### src/rtl/credit_return_queue.sv
// credit_return_queue: receive queue at the output of a fixed-latency,
// no-backpressure pipeline. Issue credits are granted only while every
// launched operation is guaranteed a buffer slot on return. Results land in
// a circular buffer and drain through a show-ahead valid/ready interface.
module credit_return_queue #(
  parameter  int DATA_SIZE = 256,
  parameter  int DEPTH     = 8,
  localparam int CW        = $clog2(DEPTH + 1)
) (
  input  logic                 clk,
  input  logic                 rst,
  input  logic                 issue_valid,
  output logic                 issue_ready,
  input  logic                 ret_valid,
  input  logic [DATA_SIZE-1:0] ret_data,
  output logic                 out_valid,
  output logic [DATA_SIZE-1:0] out_data,
  input  logic                 out_ready,
  output logic [CW-1:0]        count,
  output logic [CW-1:0]        inflight,
  output logic                 err_overflow,
  output logic                 err_underflow
);

  localparam int             PW       = $clog2(DEPTH);
  localparam logic [CW-1:0]  DEPTH_C  = CW'(DEPTH);
  localparam logic [PW-1:0]  LAST_PTR = PW'(DEPTH - 1);

  logic [DATA_SIZE-1:0] mem [DEPTH];
  logic [PW-1:0]        rd_ptr;
  logic [PW-1:0]        wr_ptr;

  logic fire;
  logic pop;
  logic push;
  logic full;
  logic ret_dec;
  logic ret_drop;
  logic ret_orphan;
  logic [CW:0] committed;

  // Pointers wrap explicitly so DEPTH need not be a power of two.
  function automatic logic [PW-1:0] ptr_inc(input logic [PW-1:0] p);
    return (p == LAST_PTR) ? '0 : p + PW'(1);
  endfunction

  // Slots already promised = stored entries plus operations still in the
  // pipeline; a credit exists while that total is below DEPTH. Only
  // registered state feeds issue_ready, so there is no input-to-output path.
  assign committed   = {1'b0, count} + {1'b0, inflight};
  assign issue_ready = committed < {1'b0, DEPTH_C};

  assign fire       = issue_valid & issue_ready;
  assign out_valid  = (count != '0);
  assign pop        = out_valid & out_ready;
  assign full       = (count == DEPTH_C);
  // A pop on the same edge frees the slot the incoming result needs.
  assign push       = ret_valid & (~full | pop);
  assign ret_drop   = ret_valid & full & ~pop;
  assign ret_orphan = ret_valid & (inflight == '0);
  // Inflight saturates at zero: an unexpected return never wraps it.
  assign ret_dec    = ret_valid & ~ret_orphan;

  // Show-ahead head word straight from storage; no bypass from ret_data.
  assign out_data = mem[rd_ptr];

  // Result storage write port.
  // NOTE: the buffer array has no reset; every slot is written before it can
  // be read (out_valid gates it), so clearing it would only cost hardware.
  always_ff @(posedge clk) begin
    if (push) mem[wr_ptr] <= ret_data;
  end

  // Control state: pointers, occupancy, inflight credits and sticky errors.
  // NOTE: all state here uses non-blocking assignments so every term of the
  // next-state arithmetic sees the same pre-edge values.
  always_ff @(posedge clk) begin
    if (rst) begin
      rd_ptr        <= '0;
      wr_ptr        <= '0;
      count         <= '0;
      inflight      <= '0;
      err_overflow  <= 1'b0;
      err_underflow <= 1'b0;
    end else begin
      if (push) wr_ptr <= ptr_inc(wr_ptr);
      if (pop)  rd_ptr <= ptr_inc(rd_ptr);

      case ({push, pop})
        2'b10:   count <= count + CW'(1);
        2'b01:   count <= count - CW'(1);
        default: count <= count;
      endcase

      case ({fire, ret_dec})
        2'b10:   inflight <= inflight + CW'(1);
        2'b01:   inflight <= inflight - CW'(1);
        default: inflight <= inflight;
      endcase

      if (ret_drop)   err_overflow  <= 1'b1;
      if (ret_orphan) err_underflow <= 1'b1;
    end
  end

endmodule

### config.mk
export PLATFORM = sky130hd
export DESIGN_NAME = credit_return_queue
export DESIGN_NICKNAME = d
export VERILOG_FILES = /design/src/rtl/credit_return_queue.sv
export SDC_FILE = /design/constraint.sdc
export NUM_CORES = 1
export LEC_CHECK = 0
export CORE_AREA = 10 10 381 383
export CTS_CLUSTER_DIAMETER = 40
export CTS_CLUSTER_SIZE = 28
export DETAILED_ROUTE_END_ITERATION = 12
export DIE_AREA = 0 0 391 393
export PLACE_DENSITY = 0.8
export SLEW_MARGIN = 20
export SYNTH_ARGS = -nofsm -noshare
export SYNTH_HDL_FRONTEND = slang
export SYNTH_SLANG_ARGS = --single-unit
export TNS_END_PERCENT = 5
### constraint.sdc
create_clock -name clk -period 57.5 [get_ports clk]
set_clock_uncertainty 0.15 [all_clocks]
set_input_delay 8.625 -clock clk [delete_from_list [all_inputs] [get_ports clk]]
set_output_delay 8.625 -clock clk [all_outputs]
set_load 0.05 [all_outputs]
==> results.md, run 1 <==
* Status: complete, no violations
* Final setup TNS at 0 ns
* RSZ-0062 raised after global routing: no
* Largest net degree at the start of global routing at 124
* Die ar. at 154000 um^2
* Share of cells above drive strength 1 at 0.308
* Post-route ant nets at 0
* Post-CTS setup buffers at 0
* Inserted Clock Buffers at 215
* Initial Utilization at 0.568
* Clock buffer depth at 3
* Residual DRC at 0
* Post-synth top area share at 0.789
* CP startpoint kind: register
* Number of global-route vias before repair at 37.3k
* Max Cap Viol at 0
* Detailed Route Iter0 Violations at 3105
* CP endpoint kind: primary output
* Vias per cell at 6.10
* Antenna violations before repair at 49
* Xor-xnor portion of the synthesized cell area at 0.000450
* First-pass GRT wire length at 248000 um
* Synth top cells by count: edfxtp_1, mux4_2, mux2_2
* Synth Area in Compound Gates at 0.00165
* Post-DP HPWL at 89500 um
* Core ar. at 137000 um^2
* Cell taking the most area after synthesis: edfxtp_1
* Mapped Nets at 3356
* Simple-Gate Fraction of Synth Area at 0.00308
* Clock Sink Count at 2067
* Slew @ Worst Pin at 1.16 ns
* Worst-path cell chain: buf_4 > buf_4 > buf_4 > buf_4 > mux4_2 > mux2_2 > clkdlybuf4s50_1
* #FFs+latches synth at 2067
* Clk_lat worst skew at 0.81 ns
* Post-Route Utilization at 0.676
* Worst slew margin at 0.225
* Total congestion overflow at 0
* Largest family of logic cells by synthesized area: multiplexers
* Final WS setup at 42.04 ns
* Slew Limit Fails at 0
* EDFF count, synth at 2048
* Post-Synth Adder-Cell Area at 0.00260
* Post-Syn Area per Cell at 25.3 um^2
* Hold depth at 2
* H-tree levels at 4
* Fin nets at 4015
* Worst EP arrival at 6.69 ns
* Worst IR Drop VDD at 0.0424 mV
* Final GP Congestion at 0.744
* Mapped Cells at 3080
* Final wirelength at 167000 um
* Tot GR Track Use at 0.217
* Area grow syn2layout at 18.9%
* Root buffer selected by CTS: clkbuf_16
* Fin crit period at 15.46 ns
* Die X at 391 um
* Kind of critical path: reg2out
* I/O pin cnt at 529
* Max incr delay on CP at 0.99 ns
* Worst Path Max Fanout at 49
* Worst EP required at 48.73 ns
* Reg clk slew, reported paths at 0.06 ns
* Pre-antenna DRT Iters at 5
* Multiplexer area fraction after synthesis at 0.185
* CTS Hold Bufs at 0
* FMAX at 64.7 MHz
* Main synth FF type: edfxtp_1
* Wirelength per Cell at 29.0 um
* Post-CTS Resized at 0
* Number of fill cells in the layout at 8013
* Overall power at 4.11 mW
* Mapped Area at 77900 um^2
* Register area share after synthesis at 0.794
* Most used cell along the critical path: buf_4
* # port buffers at 528
* Area of the multi-input gates at 15100 um^2
* Vias at 35.0k
* Post-synth ARST share at 0
* Top post-synthesis cells by area: edfxtp_1, mux4_2, mux2_2, buf_6, dfxtp_1
* Final Setup Violations at 0
* Hold crit path type: reg2reg
* Final hold violations at 0
* Register area at 61900 um^2
* CP max stage cell: dfxtp_4
* Die Ht at 393 um
* R2R depth at 6
* # rows at 136
* Pre-CTS WS at 42.67 ns
* Pwr Density at 44.4 nW/um^2
* Yosys warns at 0
* Count leader, synth: edfxtp_1
* CTS tree: yes
* Leakage at 28.7 nW
* Number of library cell types mapped by synthesis at 30
* Period utilization at 0.269
placed cells by master (no fill, tap or decap), types with 3 or more instances in the layout:
| cell | n |
|---|---|
| edfxtp_1 | 2048 |
| clkdlybuf4s50_1 | 528 |
| mux4_2 | 512 |
| mux2_2 | 256 |
| clkbuf_16 | 219 |
| buf_4 | 53 |
| inv_6 | 36 |
| diode_2 | 24 |
| clkinv_2 | 23 |
| bufinv_16 | 22 |
| clkinv_1 | 22 |
| clkinv_4 | 22 |
| a21oi_1 | 16 |
| dfxtp_1 | 16 |
| nor2_1 | 15 |
| clkbuf_1 | 14 |
| inv_8 | 14 |
| ha_1 | 13 |
| clkinvlp_4 | 13 |
| clkinv_8 | 11 |
| inv_1 | 8 |
| nand2_1 | 8 |
| buf_12 | 6 |
| xor2_1 | 4 |
| clkinv_16 | 4 |
| inv_12 | 4 |
| or3_1 | 3 |
| nand2b_1 | 3 |
| nor2_4 | 3 |
| nor3_2 | 3 |
| or4_1 | 3 |
| nand3_1 | 3 |
| dfxtp_4 | 3 |
where the power goes:
part | switching (mW) | internal (mW) | total [mW]
combinational | 0.546 | 0.398 | 0.944
clock | 0.615 | 0.819 | 1.43
sequential | 0.0261 | 1.71 | 1.73
state kept, by name, indices dropped and copies added, names as in the netlist, named ones only:
| name | cells |
|---|---|
| count | 4 |
| rd_ptr | 3 |
| err_underflow | 1 |
| wr_ptr | 3 |
| mem | 2048 |
| err_overflow | 1 |
| inflight | 4 |
worst max-delay path, delay by kind of cell (launching register included):
kind | cells | cell delay (ns)
buffers and inverters | 5 | 3.78
flip-flops | 1 | 0.99
multiplexers | 2 | 0.92
worst paths after layout:
check,startpoint,end,slack [ns]
worst min register to register,rd_ptr[2],register,0.34
worst max-delay path,register,out_data[173],42.04
worst max register to register,count[0],mem[3][143],52.94
worst min-delay path,rd_ptr[2],register,0.34
cells by family after synthesis:
family,count (synthesis)
DFF,2067
muxes,769
buffers and inverters,154
and+or+nand+nor,49
AOI/OAI and AO/OA,22
adders and majority gates,15
xor gates and xnor gates,4
through the flow:
stage          cell area [um^2]  cells  hold WS, ns
2_1_floorplan             77900   3080        0.300
3_3_place_gp              85100   5316        0.305
3_5_place_dp              85100   5316        0.328
4_1_cts                   92600   5721        0.343
5_1_grt                   92600   5735        0.364
6_report                  92700   5745        0.341
final cells by class:
type	instances	share of cell area
Multi-Input combinational cell	859	0.163
Clock inverter	172	0.0216
Clock buffer	233	0.0597
Tap cell	1794	0.0242
Sequential cell	2067	0.668
Inverter	8	0.000324
Antenna cell	24	0.000648
Timing Repair Buffer	588	0.0627
metal layers:
layer	part of all wire	routed length, um	vias to the layer above	global-route usage
met2	0.50	84200	1470	0.357
met5	0.0023	386	-	0
met4	0.026	4360	60	0.0694
li1	-	-	14700	-
met3	0.10	16800	308	0.0730
met1	0.37	60900	18500	0.275
Power figures use the tool's default switching activity.
==> inputs of run 2 (changes only) <==
- CORE_AREA: 10 10 381 383 -> 10 10 395 397
- DIE_AREA: 0 0 391 393 -> 0 0 405 407
- PLACE_DENSITY: 0.8 -> 0.78
- clock period: 57.5 -> 12.7 ns (I/O delays scaled with it)
==> results.md, run 2 (synthesis results as in run 1) <==
* Worst EP required at 10.64 ns (-38.09 ns)
* Max incr delay on CP at 0.93 ns (-0.06 ns)
* Fin nets at 4019 (+0.10%)
* RSZ-0062 raised after global routing: no
* Post-CTS setup buffers at 0 (unchanged)
* # port buffers at 528 (unchanged)
* Largest register FFs at 2048 (unchanged)
* Die Ht at 407 um (+3.6%)
* Worst-path cell chain: buf_4 > buf_4 > mux4_2 > mux2_2 > clkdlybuf4s50_1
* Final setup TNS at 0 ns (unchanged)
* Pre-antenna DRT Iters at 5 (unchanged)
* Status: complete, no violations
* Slew Limit Fails at 0 (unchanged)
* Pre-CTS WS at 6.25 ns (-36.42 ns)
* Number of global-route vias before repair at 36.5k (-2.1%)
* Most frequent cells in the layout: edfxtp_1, clkdlybuf4s50_1, mux4_2
* Reg clk slew, reported paths at 0.06 ns (about the same)
* Register area at 61900 um^2 (unchanged)
* Commonest non-fill, non-tap cell in the layout: edfxtp_1
* FMAX at 138 MHz
* CP endpoint kind: primary output
* Core ar. at 147000 um^2 (+7.5%)
* # rows at 141 (+3.7%)
* Number of buffer and inverter stages on the critical path at 3 (-2)
* Vias per cell at 5.90 (-3.2%)
* Final GP Congestion at 0.742 (-0.34%)
* Post-Place Cells at 5447 (+2.5%)
* Slew @ Worst Pin at 1.13 ns (-0.0326 ns)
* Clock buffer depth at 3 (unchanged)
* Area of the multi-input gates at 15100 um^2 (+0.18%)
* Initial Utilization at 0.528 (-0.0398)
* Leakage at 28.8 nW (+0.35%)
* Fin crit period at 7.23 ns
* Most used cell along the critical path: buf_4
* Antenna violations before repair at 44 (-10%)
* CTS tree: yes
* First-pass GRT wire length at 244000 um (-1.7%)
* Final wirelength at 165000 um (-0.99%)
* Largest Register: mem
* Tot GR Track Use at 0.199 (-0.0187)
* Top flop regs: mem: 2048 flops, count: 4 flops, inflight: 4 flops
* Largest net degree at the start of global routing at 163 (+31%)
* Kind of critical path: reg2out
* CTS Hold Bufs at 0 (unchanged)
* CP max stage cell: dfxtp_4
* I/O pin cnt at 529 (unchanged)
* Post-route ant nets at 0 (unchanged)
* Final WS setup at 5.47 ns (-36.57 ns)
* Crit-path leading delay family: buffers and inverters
* Clock Sink Count at 2067 (unchanged)
* Clk_lat worst skew at 0.83 ns (+0.02 ns)
* Final Non-Filler Cells at 5891 (+2.5%)
* Number of fill cells in the layout at 9354 (+17%)
* Detailed Route Iter0 Violations at 2851 (-8.2%)
* Worst slew margin at 0.247 (+0.0217)
* Die ar. at 165000 um^2 (+7.3%)
* Hold crit path type: reg2reg
* Max Cap Viol at 0 (unchanged)
* Post-CTS Resized at 0 (unchanged)
* CP startpoint kind: register
* Post-DP HPWL at 87700 um (-2.1%)
* Worst EP arrival at 5.18 ns (-1.51 ns)
* Period utilization at 0.570
* Final hold violations at 0 (unchanged)
* Residual DRC at 0 (unchanged)
* H-tree levels at 4 (unchanged)
* Root buffer selected by CTS: clkbuf_16
* Inserted Clock Buffers at 221 (+2.8%)
* Vias at 34.8k (-0.70%)
* Pwr Density at 201 nW/um^2 (+350%)
* Total congestion overflow at 0 (unchanged)
* Final Setup Violations at 0 (unchanged)
* Wirelength per Cell at 28.0 um (-3.4%)
* Worst IR Drop VDD at 0.183 mV (+330%)
* Area grow syn2layout at 19.6%
* Die X at 405 um (+3.6%)
* Share of cells above drive strength 1 at 0.311 (+0.00236)
* Worst Path Max Fanout at 68 (+39%)
-- run 2: changes by cell type in the layout (fill, tap and decap cells not counted), sizes merged --
cell and change:
clkbuf +6, clkinv -4, clkinvlp +10, diode -2, bufinv -2, buf -2, inv +4
-- run 2: worst paths after layout --
kind | start | to | slack (ns) | cells past startpoint
worst max-delay path | register | out_data[123] | 5.47 | 5
worst min-delay path | err_underflow | err_underflow | 0.32 | 2
worst max register to register | wr_ptr[0] | mem[7][69] | 8.38 | 5
worst min register to register | err_underflow | err_underflow | 0.32 | 2
-- run 2: cell type report --
cell class / instances / area share
clock inverter: 180 / 0.0220
multi-input combinational: 859 / 0.162
sequential: 2067 / 0.664
antenna: 22 / 0.000591
clock buffer: 239 / 0.0614
inverter: 8 / 0.000322
timing repair buffer: 586 / 0.0634
tap: 1930 / 0.0259
-- run 2: routing by layer --
| layer | vias up | track usage | wire length (um) |
|---|---|---|---|
| met5 | - | 0.00468 | 425 |
| li1 | 14700 | - | - |
| met3 | 287 | 0.0679 | 15300 |
| met2 | 1277 | 0.322 | 83500 |
| met4 | 52 | 0.0620 | 4300 |
| met1 | 18500 | 0.254 | 61500 |
-- run 2: worst reg2reg max path, cell delays in order, from the launching register on --
cell and delay [ns]:
dfxtp_1 0.63, o211ai_1 0.45, nor2_4 0.19, buf_4 0.74, buf_4 0.78, buf_4 0.90
-- run 2: power by group --
group	switching (mW)	internal, mW	total [mW]
Sequential	0.0901	7.73	7.82
Clock	2.83	3.78	6.61
Combinational	2.49	1.82	4.31
-- run 2: stage by stage --
step           hold WS [ns]  power, mW  utilization  area [um^2]
6_report              0.317       18.7        0.632        93200
5_1_grt               0.334       19.4        0.632        93200
4_1_cts               0.319       18.9        0.631        93000
3_5_place_dp          0.305       12.3        0.578        85300
3_3_place_gp          0.303       12.2        0.578        85300
2_1_floorplan         0.300       11.1            -        77900
